$ cat config.mk
export PLATFORM = sky130hd
export DESIGN_NAME = multicycle_ctrl
export DESIGN_NICKNAME = d
export VERILOG_FILES = /design/src/rtl/mips_pkg.sv /design/src/rtl/ctrl_out_decode.sv /design/src/rtl/multicycle_ctrl.sv
export SDC_FILE = /design/constraint.sdc
export NUM_CORES = 1
export LEC_CHECK = 0
export BUFFER_PORTS_ARGS = -buffer_cell sky130_fd_sc_hd__buf_4
export CAP_MARGIN = 20
export CELL_PAD_IN_SITES_DETAIL_PLACEMENT = 0
export CELL_PAD_IN_SITES_GLOBAL_PLACEMENT = 1
export CORE_MARGIN = 2
export CORE_UTILIZATION = 35
export DETAILED_ROUTE_END_ITERATION = 6
export PLACE_DENSITY_LB_ADDON = 0.12
export SYNTH_ARGS = -nofsm -noshare
export SYNTH_HDL_FRONTEND = slang
export SYNTH_SLANG_ARGS = --single-unit
$ cat constraint.sdc
create_clock -name clk_i -period 2.5 [get_ports clk_i]
set_input_delay 0.25 -clock clk_i [delete_from_list [all_inputs] [get_ports clk_i]]
set_output_delay 0.25 -clock clk_i [all_outputs]
set_load 0.02 [all_outputs]
$ cat src/rtl/mips_pkg.sv
// mips_pkg: opcodes, ALU_op encodings, FSM states and the control vector for the
// MIPS-subset CPU, shared by the Decoder and multicycle_ctrl.
package mips_pkg;
  localparam logic [5:0] OP_RTYPE = 6'd0;
  localparam logic [5:0] OP_J     = 6'd2;
  localparam logic [5:0] OP_BEQ   = 6'd4;
  localparam logic [5:0] OP_BNE   = 6'd5;
  localparam logic [5:0] OP_ADDI  = 6'd8;
  localparam logic [5:0] OP_SLTI  = 6'd10;
  localparam logic [5:0] OP_ORI   = 6'd13;
  localparam logic [5:0] OP_LUI   = 6'd15;
  localparam logic [5:0] OP_LW    = 6'd35;
  localparam logic [5:0] OP_SW    = 6'd43;
  localparam logic [2:0] ALU_RFN   = 3'b000;
  localparam logic [2:0] ALU_ADD   = 3'b001;
  localparam logic [2:0] ALU_OR    = 3'b010;
  localparam logic [2:0] ALU_SUBNE = 3'b011;
  localparam logic [2:0] ALU_SUBEQ = 3'b100;
  localparam logic [2:0] ALU_SLT   = 3'b101;
  localparam logic [2:0] ALU_LUI   = 3'b110;
  typedef enum logic [3:0] {
    S_FETCH, S_DECODE, S_EXEC_R, S_WB_R, S_EXEC_I, S_WB_I,
    S_BRANCH, S_MEM_ADDR, S_MEM_RD, S_MEM_WB, S_MEM_WR, S_JUMP
  } state_t;
  typedef struct packed {
    logic       mem_req;
    logic       mem_read;
    logic       mem_write;
    logic       iord;
    logic       ir_write;
    logic       pc_write;
    logic       pc_write_cond;
    logic       branch_ne;
    logic [1:0] pc_source;
    logic       alu_src_a;
    logic [1:0] alu_src_b;
    logic [2:0] alu_op;
    logic       reg_dst;
    logic       mem_to_reg;
    logic       reg_write;
  } ctrl_t;
  function automatic logic [2:0] imm_alu_op(input logic [5:0] op);
    return op == OP_ORI ? ALU_OR : op == OP_SLTI ? ALU_SLT : op == OP_LUI ? ALU_LUI : ALU_ADD;
  endfunction
endpackage

$ cat src/rtl/ctrl_out_decode.sv
// ctrl_out_decode: maps FSM state (plus opcode and memory ready) to the datapath control vector.
module ctrl_out_decode
  import mips_pkg::*;
(
  input  state_t     state_i,
  input  logic [5:0] op_i,
  input  logic       mem_ready_i,
  output ctrl_t      ctrl_o
);
  always_comb begin
    ctrl_o = '0;
    case (state_i)
      S_FETCH: begin
        ctrl_o.mem_req   = 1'b1;
        ctrl_o.mem_read  = 1'b1;
        ctrl_o.alu_src_b = 2'b01;
        ctrl_o.alu_op    = ALU_ADD;
        ctrl_o.ir_write  = mem_ready_i;
        ctrl_o.pc_write  = mem_ready_i;
      end
      S_DECODE: begin
        ctrl_o.alu_src_b = 2'b11;
        ctrl_o.alu_op    = ALU_ADD;
      end
      S_EXEC_R: begin
        ctrl_o.alu_src_a = 1'b1;
        ctrl_o.alu_op    = ALU_RFN;
      end
      S_WB_R: begin
        ctrl_o.reg_dst   = 1'b1;
        ctrl_o.reg_write = 1'b1;
      end
      S_EXEC_I: begin
        ctrl_o.alu_src_a = 1'b1;
        ctrl_o.alu_src_b = 2'b10;
        ctrl_o.alu_op    = imm_alu_op(op_i);
      end
      S_WB_I: ctrl_o.reg_write = 1'b1;
      S_BRANCH: begin
        ctrl_o.alu_src_a     = 1'b1;
        ctrl_o.pc_write_cond = 1'b1;
        ctrl_o.pc_source     = 2'b01;
        ctrl_o.branch_ne     = op_i == OP_BNE;
        ctrl_o.alu_op        = op_i == OP_BNE ? ALU_SUBNE : ALU_SUBEQ;
      end
      S_MEM_ADDR: begin
        ctrl_o.alu_src_a = 1'b1;
        ctrl_o.alu_src_b = 2'b10;
        ctrl_o.alu_op    = ALU_ADD;
      end
      S_MEM_RD: begin
        ctrl_o.mem_req  = 1'b1;
        ctrl_o.mem_read = 1'b1;
        ctrl_o.iord     = 1'b1;
      end
      S_MEM_WB: begin
        ctrl_o.mem_to_reg = 1'b1;
        ctrl_o.reg_write  = 1'b1;
      end
      S_MEM_WR: begin
        ctrl_o.mem_req   = 1'b1;
        ctrl_o.mem_write = 1'b1;
        ctrl_o.iord      = 1'b1;
      end
      S_JUMP: begin
        ctrl_o.pc_write  = 1'b1;
        ctrl_o.pc_source = 2'b10;
      end
      default: ctrl_o = '0;
    endcase
  end
endmodule

$ cat src/rtl/multicycle_ctrl.sv
// multicycle_ctrl: multi-cycle control FSM sequencing the shared ALU/memory datapath,
// with retire/illegal pulses and a retired-instruction counter.
module multicycle_ctrl
  import mips_pkg::*;
#(
  parameter int CNT_W = 32
) (
  input  logic             clk_i,
  input  logic             rst_i,
  input  logic [5:0]       instr_op_i,
  input  logic             mem_ready_i,
  output logic             mem_req_o,
  output logic             MemRead_o,
  output logic             MemWrite_o,
  output logic             IorD_o,
  output logic             IRWrite_o,
  output logic             PCWrite_o,
  output logic             PCWriteCond_o,
  output logic             BranchNE_o,
  output logic [1:0]       PCSource_o,
  output logic             ALUSrcA_o,
  output logic [1:0]       ALUSrcB_o,
  output logic [2:0]       ALU_op_o,
  output logic             RegDst_o,
  output logic             MemtoReg_o,
  output logic             RegWrite_o,
  output logic             retire_o,
  output logic             illegal_o,
  output logic [CNT_W-1:0] instr_cnt_o
);
  state_t           r_state, w_next;
  ctrl_t            w_ctrl, w_c;
  logic             r_retire, r_illegal, w_retire, w_illegal;
  logic [CNT_W-1:0] r_cnt;
  ctrl_out_decode u_dec (.state_i(r_state), .op_i(instr_op_i), .mem_ready_i(mem_ready_i), .ctrl_o(w_ctrl));
  always_comb begin
    w_next    = r_state;
    w_retire  = 1'b0;
    w_illegal = 1'b0;
    case (r_state)
      S_FETCH: w_next = mem_ready_i ? S_DECODE : S_FETCH;
      S_DECODE: begin
        w_next = instr_op_i == OP_RTYPE ? S_EXEC_R
               : instr_op_i inside {OP_ADDI, OP_SLTI, OP_ORI, OP_LUI} ? S_EXEC_I
               : instr_op_i inside {OP_BEQ, OP_BNE} ? S_BRANCH
               : instr_op_i inside {OP_LW, OP_SW} ? S_MEM_ADDR
               : instr_op_i == OP_J ? S_JUMP : S_FETCH;
        w_illegal = w_next == S_FETCH;
      end
      S_EXEC_R:   w_next = S_WB_R;
      S_EXEC_I:   w_next = S_WB_I;
      S_MEM_ADDR: w_next = instr_op_i == OP_LW ? S_MEM_RD : S_MEM_WR;
      S_MEM_RD:   w_next = mem_ready_i ? S_MEM_WB : S_MEM_RD;
      S_MEM_WR: begin
        w_next   = mem_ready_i ? S_FETCH : S_MEM_WR;
        w_retire = mem_ready_i;
      end
      S_WB_R, S_WB_I, S_BRANCH, S_MEM_WB, S_JUMP: begin
        w_next   = S_FETCH;
        w_retire = 1'b1;
      end
      default: w_next = S_FETCH;
    endcase
  end
  always_ff @(posedge clk_i) begin
    if (!rst_i) begin
      r_state   <= S_FETCH;
      r_retire  <= 1'b0;
      r_illegal <= 1'b0;
      r_cnt     <= '0;
    end else begin
      r_state   <= w_next;
      r_retire  <= w_retire;
      r_illegal <= w_illegal;
      r_cnt     <= r_cnt + CNT_W'(w_retire);
    end
  end
  // Reset is asynchronous in effect on the outputs: everything reads 0 while rst_i is low.
  assign w_c           = rst_i ? w_ctrl : '0;
  assign mem_req_o     = w_c.mem_req;
  assign MemRead_o     = w_c.mem_read;
  assign MemWrite_o    = w_c.mem_write;
  assign IorD_o        = w_c.iord;
  assign IRWrite_o     = w_c.ir_write;
  assign PCWrite_o     = w_c.pc_write;
  assign PCWriteCond_o = w_c.pc_write_cond;
  assign BranchNE_o    = w_c.branch_ne;
  assign PCSource_o    = w_c.pc_source;
  assign ALUSrcA_o     = w_c.alu_src_a;
  assign ALUSrcB_o     = w_c.alu_src_b;
  assign ALU_op_o      = w_c.alu_op;
  assign RegDst_o      = w_c.reg_dst;
  assign MemtoReg_o    = w_c.mem_to_reg;
  assign RegWrite_o    = w_c.reg_write;
  assign retire_o      = rst_i & r_retire;
  assign illegal_o     = rst_i & r_illegal;
  assign instr_cnt_o   = rst_i ? r_cnt : '0;
endmodule

; Yosys cells after proc, flatten, opt, wreduce, memory -nomap -nowiden
; Index checks and enable logic that the tools add are counted.
[word_totals]
n_memories = 0
romBits = 0
latch_bits = 0
mem_bits_rw = 0
elab_cells = 73
regBits = 38
[op_classes]
shift = 0
n_mux = 31
n_eq_ne = 20
div = 0
magnitude_cmp = 0
multipliers = 0
add_sub_neg = 1
bitwise = 2
reduce_logical = 15
[ops]
columns = cell, n
row1 = 32-bit by 1-bit adder with 32-bit output, 1
row2 = 32-bit 2-to-1 mux, 1
row3 = 4-bit one-hot mux with 7 select lines, 1
row4 = 6-bit by 4-bit == test with 1-bit output (second input constant), 4
row5 = 4-bit 2-to-1 mux, 6
row6 = 19-bit 2-to-1 mux, 1
row7 = 4-bit by 3-bit == test with 1-bit output (second input constant), 4
row8 = 4-bit == test (second input constant), 4
row9 = 6-bit by 3-bit == test with 1-bit output (second input constant), 2
row10 = 6-bit == test (second input constant), 2
row11 = 3-bit 2-to-1 mux, 4
row12 = 1-bit 2-to-1 mux, 11
row13 = 3-bit one-hot mux with 3 select lines, 1
row14 = 3-bit OR reduction, 3
row15 = 4-bit by 2-bit == test with 1-bit output (second input constant), 2
row16 = 4-bit logical NOT, 2
row17 = 6-bit by 2-bit == test with 1-bit output (second input constant), 1
row18 = 6-bit logical NOT, 1
row19 = 2-bit one-hot mux with 3 select lines, 1
row20 = 2-bit OR reduction, 3
row21 = 5-bit OR reduction, 1
row22 = 4-bit by 1-bit == test with 1-bit output (second input constant), 1
row23 = 2-bit 2-to-1 mux, 2
row24 = 1-bit one-hot mux with 2 select lines, 2
row25 = other kinds (6), 8

; Longest topological paths before layout
; Gate-level depths: netlist of run 1.
[logic_depth]
ltp_word = 7
mapped_depth = 11

; Cells and area by module
; Synthesis of run 1 repeated with hierarchy kept, for this count alone.
[hier_totals]
hier_cells = 329
area_unflattened_um2 = 2607.5
[by_module_without_submodules]
columns = mod, cells_each, seq_area_each_um2, area_per_inst_um2, n_inst
row1 = multicycle_ctrl, 283, 760.7, 2283.4, 1
row2 = ctrl_out_decode, 46, 0.0, 324.1, 1

; Worst setup path before layout of run 1
; Ideal clock, no wire load.
[synth_path]
path_type = register to register
start = register r_state[1]
end = register r_cnt[18]
path_buffers = 2
slack_ns = -0.115
setup_time_ns = 0.121
stages_incl_launch_ff = 12
t_arrival_ns = 2.494
path_cell_list = dfxtp_1 -> clkbuf_1 -> xnor2_1 -> o21ai_0 -> and2_1 -> ha_1 -> ha_1 -> nand3_1 -> or3_4 -> buf_6 -> nor3_1 -> mux2_2
[synth_via]
elab_chain_cells = 4
elab_cells_between_ends = 9
cone_classes = 1 x add/sub / 6 x eq/ne / 1 x mux / 1 x reduce/logical
[synth_rtl]
columns = element, line_no
row1 = from (decl), multicycle_ctrl.sv:31  ; state_t r_state, w_next;
row2 = from (signal assigned), multicycle_ctrl.sv:72  ; r_state <= w_next;
row3 = 4-bit == test (tied with other cells), multicycle_ctrl.sv:40  ; case (r_state)
row4 = 5-bit OR reduction, multicycle_ctrl.sv:40
row5 = 1-bit one-hot mux with 2 select lines (*), multicycle_ctrl.sv:40
row6 = net w_retire, multicycle_ctrl.sv:33  ; logic r_retire, r_illegal, w_retire, w_illegal;
row7 = 32-bit by 1-bit adder with 32-bit output (*), multicycle_ctrl.sv:75  ; r_cnt <= r_cnt + CNT_W'(w_retire);
row8 = to (signal assigned), multicycle_ctrl.sv:75
row9 = to (decl), multicycle_ctrl.sv:34  ; logic [CNT_W-1:0] r_cnt;
; The timed path passes the listed nets; every way through them passes the cells marked *.
; A chain may end at the register's enable or synchronous reset.

; Worst setup path after layout of run 1
[layout_path]
start = register r_state[3]
end = register r_cnt[30]
; Same word-level chain as after synthesis.

==> impl_metrics.json, run 1 <==
{
  "run_status": "finished, final reports clean",
  "cts_resized": 0,
  "path_max_fanout": 6,
  "whs_path_depth": 3,
  "final-hold-violation-count": 0,
  "num-nets-final": 387,
  "dpl_worst_slack_ps": 73.29,
  "cts_setup_buffers": 0,
  "cts_buffers": 5,
  "syn_avg_cell_area_um2": 7.898,
  "io_pins": 62,
  "crit_type": "reg2reg",
  "grt_start_max_net_pins": 42,
  "rsz0062_at_grt": "no",
  "crit_arrival_ps": 2580,
  "period_minus_slack_ps": 2341,
  "portBuffers": 61,
  "drc": 0,
  "area_growth_pct": 28.49,
  "first_pass_iters": 4,
  "synth_top_area_share": 0.3038,
  "yosys-top-cells-count": "dfxtp_1, and2_1, nor2_1",
  "syn_inst": 317,
  "tightest_slew_ps": 668.0,
  "hold_buffers": 0,
  "placementRows": 30,
  "drv_slew": 0,
  "worst_slack_ps": 158.7,
  "tritoncts": "yes",
  "routed_wl_mm": 6.749,
  "drive_gt1_frac": 0.2997,
  "cp-startpoint": "r_state[3]$_SDFF_PN0_",
  "synth.top_cells.by_area": "dfxtp_1, and2_1, nor2_1",
  "cts_buffer_depth": 2,
  "leakagePower_uw": 0.001298,
  "cp_data_required_time_ps": 2740,
  "clock_skew_ps": 11.51,
  "ys_seq_area_frac": 0.3038,
  "antenna_cells": 0,
  "finalCritPeriodShare": 0.9365,
  "ant_nets": 0,
  "num_vias": 2473,
  "r2r_end": "r_cnt[30]$_SDFF_PN0_",
  "hold_class": "in2reg",
  "syn_nets": 328,
  "synth.distinct_cells": 55,
  "hpwl_mm": 4.641,
  "gp_congestion": 0.7354,
  "dieArea_um2": 7846,
  "cts_sinks": 38,
  "dieWidth_um": 88.58,
  "worstRegToRegCells": 9,
  "synth_top_cell_by_area": "dfxtp_1",
  "clockRootBuffer": "clkbuf_8",
  "synth_most_common_cell": "dfxtp_1",
  "tns_ps": 0,
  "setup_violations": 0,
  "clock_latency_ps": 300,
  "r2r_start": "r_state[3]$_SDFF_PN0_",
  "holdCritStartpoint": "instr_op_i[4]",
  "synthArstFlopShare": 0,
  "slew_headroom": 0.5486,
  "drv_cap": 0,
  "drt-wirelength-per-cell_um": 14.27,
  "grt_util_all_layers": 0.1742,
  "die_h_um": 88.58,
  "synth_seq_cells": 38,
  "gr-total-overflow": 0,
  "critPathLaunchType": "flop",
  "synth_ff_type": "dfxtp_1",
  "grt_pass1_wl_mm": 10.76,
  "fill_cells": 715,
  "htree_levels": 2,
  "yosysWarningCount": 0,
  "avgViaCountPerCell": 5.228,
  "antenna_found_initial": 0,
  "fp.coreArea_um2": 6869,
  "peakVddDrop_mv": 0.2178,
  "powerDensity_nw_per_um2": 375.0,
  "r2r_slack_ps": 160,
  "first_iter_violations": 101,
  "netlist_area_um2": 2504,
  "timing.fmax_mhz": 427.1,
  "grt_pass1_vias": 2220,
  "cts.reportedPaths.clkPinSlew_ps": 80,
  "start_util": 0.3645,
  "end_kind": "flop",
  "synth_edf_count": 0,
  "hold_path_end": "r_state[1]$_SDFF_PN0_"
}
-- through the flow --
stage / utilization / cell area [µm²] / cells / hold slack, ps / power, µW
3_3_place_gp: 0.4463 / 3065 / 464 / 462.7 / 754.7
6_report: 0.4683 / 3217 / 473 / 301.3 / 1206
4_1_cts: 0.4601 / 3161 / 472 / 294.0 / 1223
3_5_place_dp: 0.4463 / 3065 / 464 / 479.4 / 754.5
5_1_grt: 0.4683 / 3217 / 473 / 305.5 / 1257
2_1_floorplan: - / 2509 / 317 / 444.1 / 706.3
-- layout make-up --
type	count	area (µm²)	area share
clock buffer	6	82.58	0.02567
inverter	6	22.52	0.007001
sequential	38	764.5	0.2377
clock inverter	2	12.51	0.003890
timing repair buffer	74	555.5	0.1727
tap	96	120.1	0.03734
multi-input combinational	251	1659	0.5158
-- layer usage --
layer,global-route usage,vias up,share of wire
li1,-,1244,-
met1,0.2411,1177,0.51
met2,0.2707,50,0.44
met3,0.04384,2,0.037
met4,0.04683,0,0.0059
met5,0,-,0
-- cell usage in the layout (no fill, tap or decap), types with 3 or more instances in the layout --
cell and instances:
and3b_1 4, dfxtp_2 3, o31ai_1 8, nor3_1 10
nand2b_1 7, dfxtp_1 35, nor4_1 3, or3_1 6
and4_1 3, and2_1 36, a21oi_1 21, mux2_2 8
xnor2_1 7, nand4_1 6, buf_4 74, and3_1 5
or4_1 6, inv_1 5, o21ai_0 7, clkbuf_8 6
xor2_1 6, nand2_1 20, nand3_1 10, nor3b_1 4
nor3_2 3, nor2_1 30
-- sequential cells by signal, summed over array words and instances, names as in the netlist --
signal     flops
r_cnt         32
r_illegal      1
r_retire       1
r_state        4
-- power breakdown --
group          total (µW)  internal (µW)  switching (µW)
clock network         465            222             243
logic                 130           53.4            76.2
registers             612            608            3.27
-- worst max-delay path by stage --
stage,endpoint,cells past startpoint
4_1_cts,r_cnt[14]$_SDFF_PN0_,10
6_report,r_cnt[30]$_SDFF_PN0_,9
2_1_floorplan,r_cnt[18]$_SDFF_PN0_,11
3_5_place_dp,r_cnt[14]$_SDFF_PN0_,10
3_3_place_gp,r_cnt[14]$_SDFF_PN0_,10
5_1_grt,r_cnt[30]$_SDFF_PN0_,9
-- kinds of logic after synthesis --
kind of cell | share of synthesized area
and+or+nand+nor | 0.4068
AOI/OAI and AO/OA | 0.1384
DFF | 0.3038
buffers and inverters | 0.05547
xor gates and xnor gates | 0.04548
muxes | 0.03998
adders and majority gates | 0.009993
-- critical path, cell delays in order, from the launching register on --
cell and delay (ps):
dfxtp_2 370, a21o_1 120, a221o_1 120, and2_1 170, ha_4 160, ha_4 150, nand3_2 110, or3_4 480
or4_1 480, a21oi_1 140
Power figures use the tool's default switching activity.
==> run 2: changes to the inputs <==
--- a/config.mk
+++ b/config.mk
@@ -5,12 +5,12 @@
 export SDC_FILE = /design/constraint.sdc
 export NUM_CORES = 1
 export LEC_CHECK = 0
-export BUFFER_PORTS_ARGS = -buffer_cell sky130_fd_sc_hd__buf_4
+export BUFFER_PORTS_ARGS = -buffer_cell sky130_fd_sc_hd__clkbuf_2
 export CAP_MARGIN = 20
 export CELL_PAD_IN_SITES_DETAIL_PLACEMENT = 0
 export CELL_PAD_IN_SITES_GLOBAL_PLACEMENT = 1
 export CORE_MARGIN = 2
-export CORE_UTILIZATION = 35
+export CORE_UTILIZATION = 42
 export DETAILED_ROUTE_END_ITERATION = 6
 export PLACE_DENSITY_LB_ADDON = 0.12
 export SYNTH_ARGS = -nofsm -noshare
==> constraint.sdc (replaced) <==
create_clock -name clk_i -period 2.7 [get_ports clk_i]
set_input_delay 0.27 -clock clk_i [delete_from_list [all_inputs] [get_ports clk_i]]
set_output_delay 0.27 -clock clk_i [all_outputs]
set_load 0.02 [all_outputs]
==> impl_metrics.json, run 2 (synthesis gave the netlist of run 1 again) <==
{
  "drt-wirelength-per-cell_um": 13.94,
  "cts.reportedPaths.clkPinSlew_ps": 80,
  "portBuffers": 61,
  "placementRows": 28,
  "combPwrFrac": 0.085,
  "drv_cap": 0,
  "die_h_um": 81.21,
  "timing.fmax_mhz": 398.1,
  "crit_arrival_ps": 2740,
  "drive_gt1_frac": 0.2749,
  "clockPowerShare": 0.468,
  "fp.coreArea_um2": 5851,
  "largest_register_ffs": 32,
  "clock_latency_ps": 290,
  "drc": 0,
  "num_vias": 2424,
  "first_iter_violations": 102,
  "crit_type": "reg2reg",
  "cts_setup_buffers": 0,
  "power.share.sequential": 0.447,
  "area_growth_pct": 19.79,
  "gp_congestion": 0.8484,
  "p_int_uw": 972.8,
  "dieWidth_um": 81.21,
  "crit_buf_inv": 0,
  "dieArea_um2": 6594,
  "cts_buffer_depth": 2,
  "r2r_slack_ps": 190,
  "grt_util_all_layers": 0.1921,
  "max_stage_delay_ps": 490,
  "whs_path_depth": 3,
  "path_max_fanout": 6,
  "hold_class": "in2reg",
  "multi_input_area_um2": 1624,
  "final_cells": 446,
  "finalCritPeriodShare": 0.9304,
  "mostFrequentLayoutCell": "clkbuf_2",
  "worst_hold_slack_ps": 344.6,
  "grt_start_max_net_pins": 35,
  "holdCritStartpoint": "instr_op_i[4]",
  "drv_slew": 0,
  "cp_slowest_cell": "or3_4",
  "final-hold-violation-count": 0,
  "routed_wl_mm": 6.216,
  "clock_skew_ps": 7.443,
  "tightest_slew_ps": 700.4,
  "setup_violations": 0,
  "top_regs": "r_cnt (32), r_state (4)",
  "place_area_um2": 2839,
  "num-nets-final": 381,
  "cts_sinks": 38,
  "cts_buffers": 5,
  "avgViaCountPerCell": 5.435,
  "gr-total-overflow": 0,
  "top_register": "r_cnt",
  "critPathLaunchType": "flop",
  "htree_levels": 2,
  "fin_area_um2": 2999,
  "hpwl_mm": 4.365,
  "worstPathCellList": "a21o_1 -> a221o_1 -> and2_1 -> ha_1 -> ha_2 -> nand3_2 -> or3_4 -> or4_1 -> a21oi_1",
  "dp.cells": 437,
  "tritoncts": "yes",
  "antenna_cells": 0,
  "run_status": "finished, final reports clean",
  "grt_pass1_wl_mm": 9.970,
  "switching_share": 0.2317,
  "hold_path_end": "r_illegal$_SDFF_PN0_",
  "first_pass_iters": 4,
  "r2r_start": "r_state[3]$_SDFF_PN0_",
  "rsz0062_at_grt": "no",
  "end_kind": "flop",
  "io_pins": 62,
  "clockRootBuffer": "clkbuf_8",
  "cp_data_required_time_ps": 2920,
  "hold_buffers": 0,
  "grt_pass1_vias": 2042,
  "slew_headroom": 0.5267,
  "start_util": 0.4279,
  "tns_ps": 0,
  "cts_resized": 0,
  "worstRegToRegCells": 9,
  "powerDensity_nw_per_um2": 422.2,
  "path_delay_family": "simple AND/OR/NAND/NOR gates",
  "final_util": 0.5126,
  "leakagePower_uw": 0.001244,
  "fill_cells": 576,
  "peakVddDrop_mv": 0.2082,
  "layout_common_cells": "clkbuf_2, and2_1, dfxtp_1, nor2_1, a21oi_1",
  "period_minus_slack_ps": 2512,
  "antenna_found_initial": 0,
  "regArea_um2": 763.2,
  "p_sw_uw": 293.4,
  "ant_nets": 0,
  "r2r_end": "r_cnt[30]$_SDFF_PN0_"
}
run 2: cell count changes in the layout (fill, tap and decap cells not counted), moves of 2 or more:
cell,before,now
nor3_1,10,12
ha_4,2,0
nor3_2,3,1
clkbuf_2,0,61
bufinv_16,0,2
buf_4,74,7
run 2: layer usage:
metal,part of all wire,track usage
met3,0.034,0.04556
met5,0,0
met4,0.0066,0.03559
met2,0.45,0.2934
met1,0.51,0.2768
run 2: cell type report:
class	instances	share of cell area
clock inverter	3	0.02295
sequential	38	0.2545
clock buffer	5	0.02295
multi-input combinational	251	0.5415
timing repair buffer	68	0.1193
tap	75	0.03129
inverter	6	0.007509
run 2: worst register-to-register path, stage by stage, from the launching register on:
cell	delay [ps]
dfxtp_1	370
a21o_1	130
a221o_1	120
and2_1	130
ha_1	190
ha_2	230
nand3_2	160
or3_4	490
or4_1	480
a21oi_1	150
run 2: power groups by stage:
stage / Combinational [µW] / Sequential, µW / Clock, µW
2_1_floorplan: 76.6 / 577 / 0
3_3_place_gp: 109 / 578 / 0
3_5_place_dp: 109 / 579 / 0
4_1_cts: 110 / 565 / 602
5_1_grt: 121 / 567 / 627
6_report: 108 / 566 / 592
run 2: worst max path at each step:
stage,start,to,slack (ps),depth (start not counted)
2_1_floorplan,r_state[1]$_SDFF_PN0_,r_cnt[18]$_SDFF_PN0_,90,11
3_3_place_gp,mem_ready_i,r_cnt[30]$_SDFF_PN0_,230,10
3_5_place_dp,mem_ready_i,r_cnt[18]$_SDFF_PN0_,100,10
6_report,r_state[3]$_SDFF_PN0_,r_cnt[30]$_SDFF_PN0_,190,9
5_1_grt,r_state[1]$_SDFF_PN0_,r_cnt[30]$_SDFF_PN0_,0.7,9
4_1_cts,r_state[1]$_SDFF_PN0_,r_cnt[18]$_SDFF_PN0_,140,9
run 2: metrics by stage:
| stage | total power, µW | setup WS, ps |
|---|---|---|
| after detailed placement | 688.0 | 102.9 |
| final | 1266 | 187.9 |
| after CTS | 1277 | 139.5 |
| after global routing | 1314 | 0.7225 |
| after floorplan | 653.9 | 85.18 |
| after global placement | 687.5 | 225.2 |
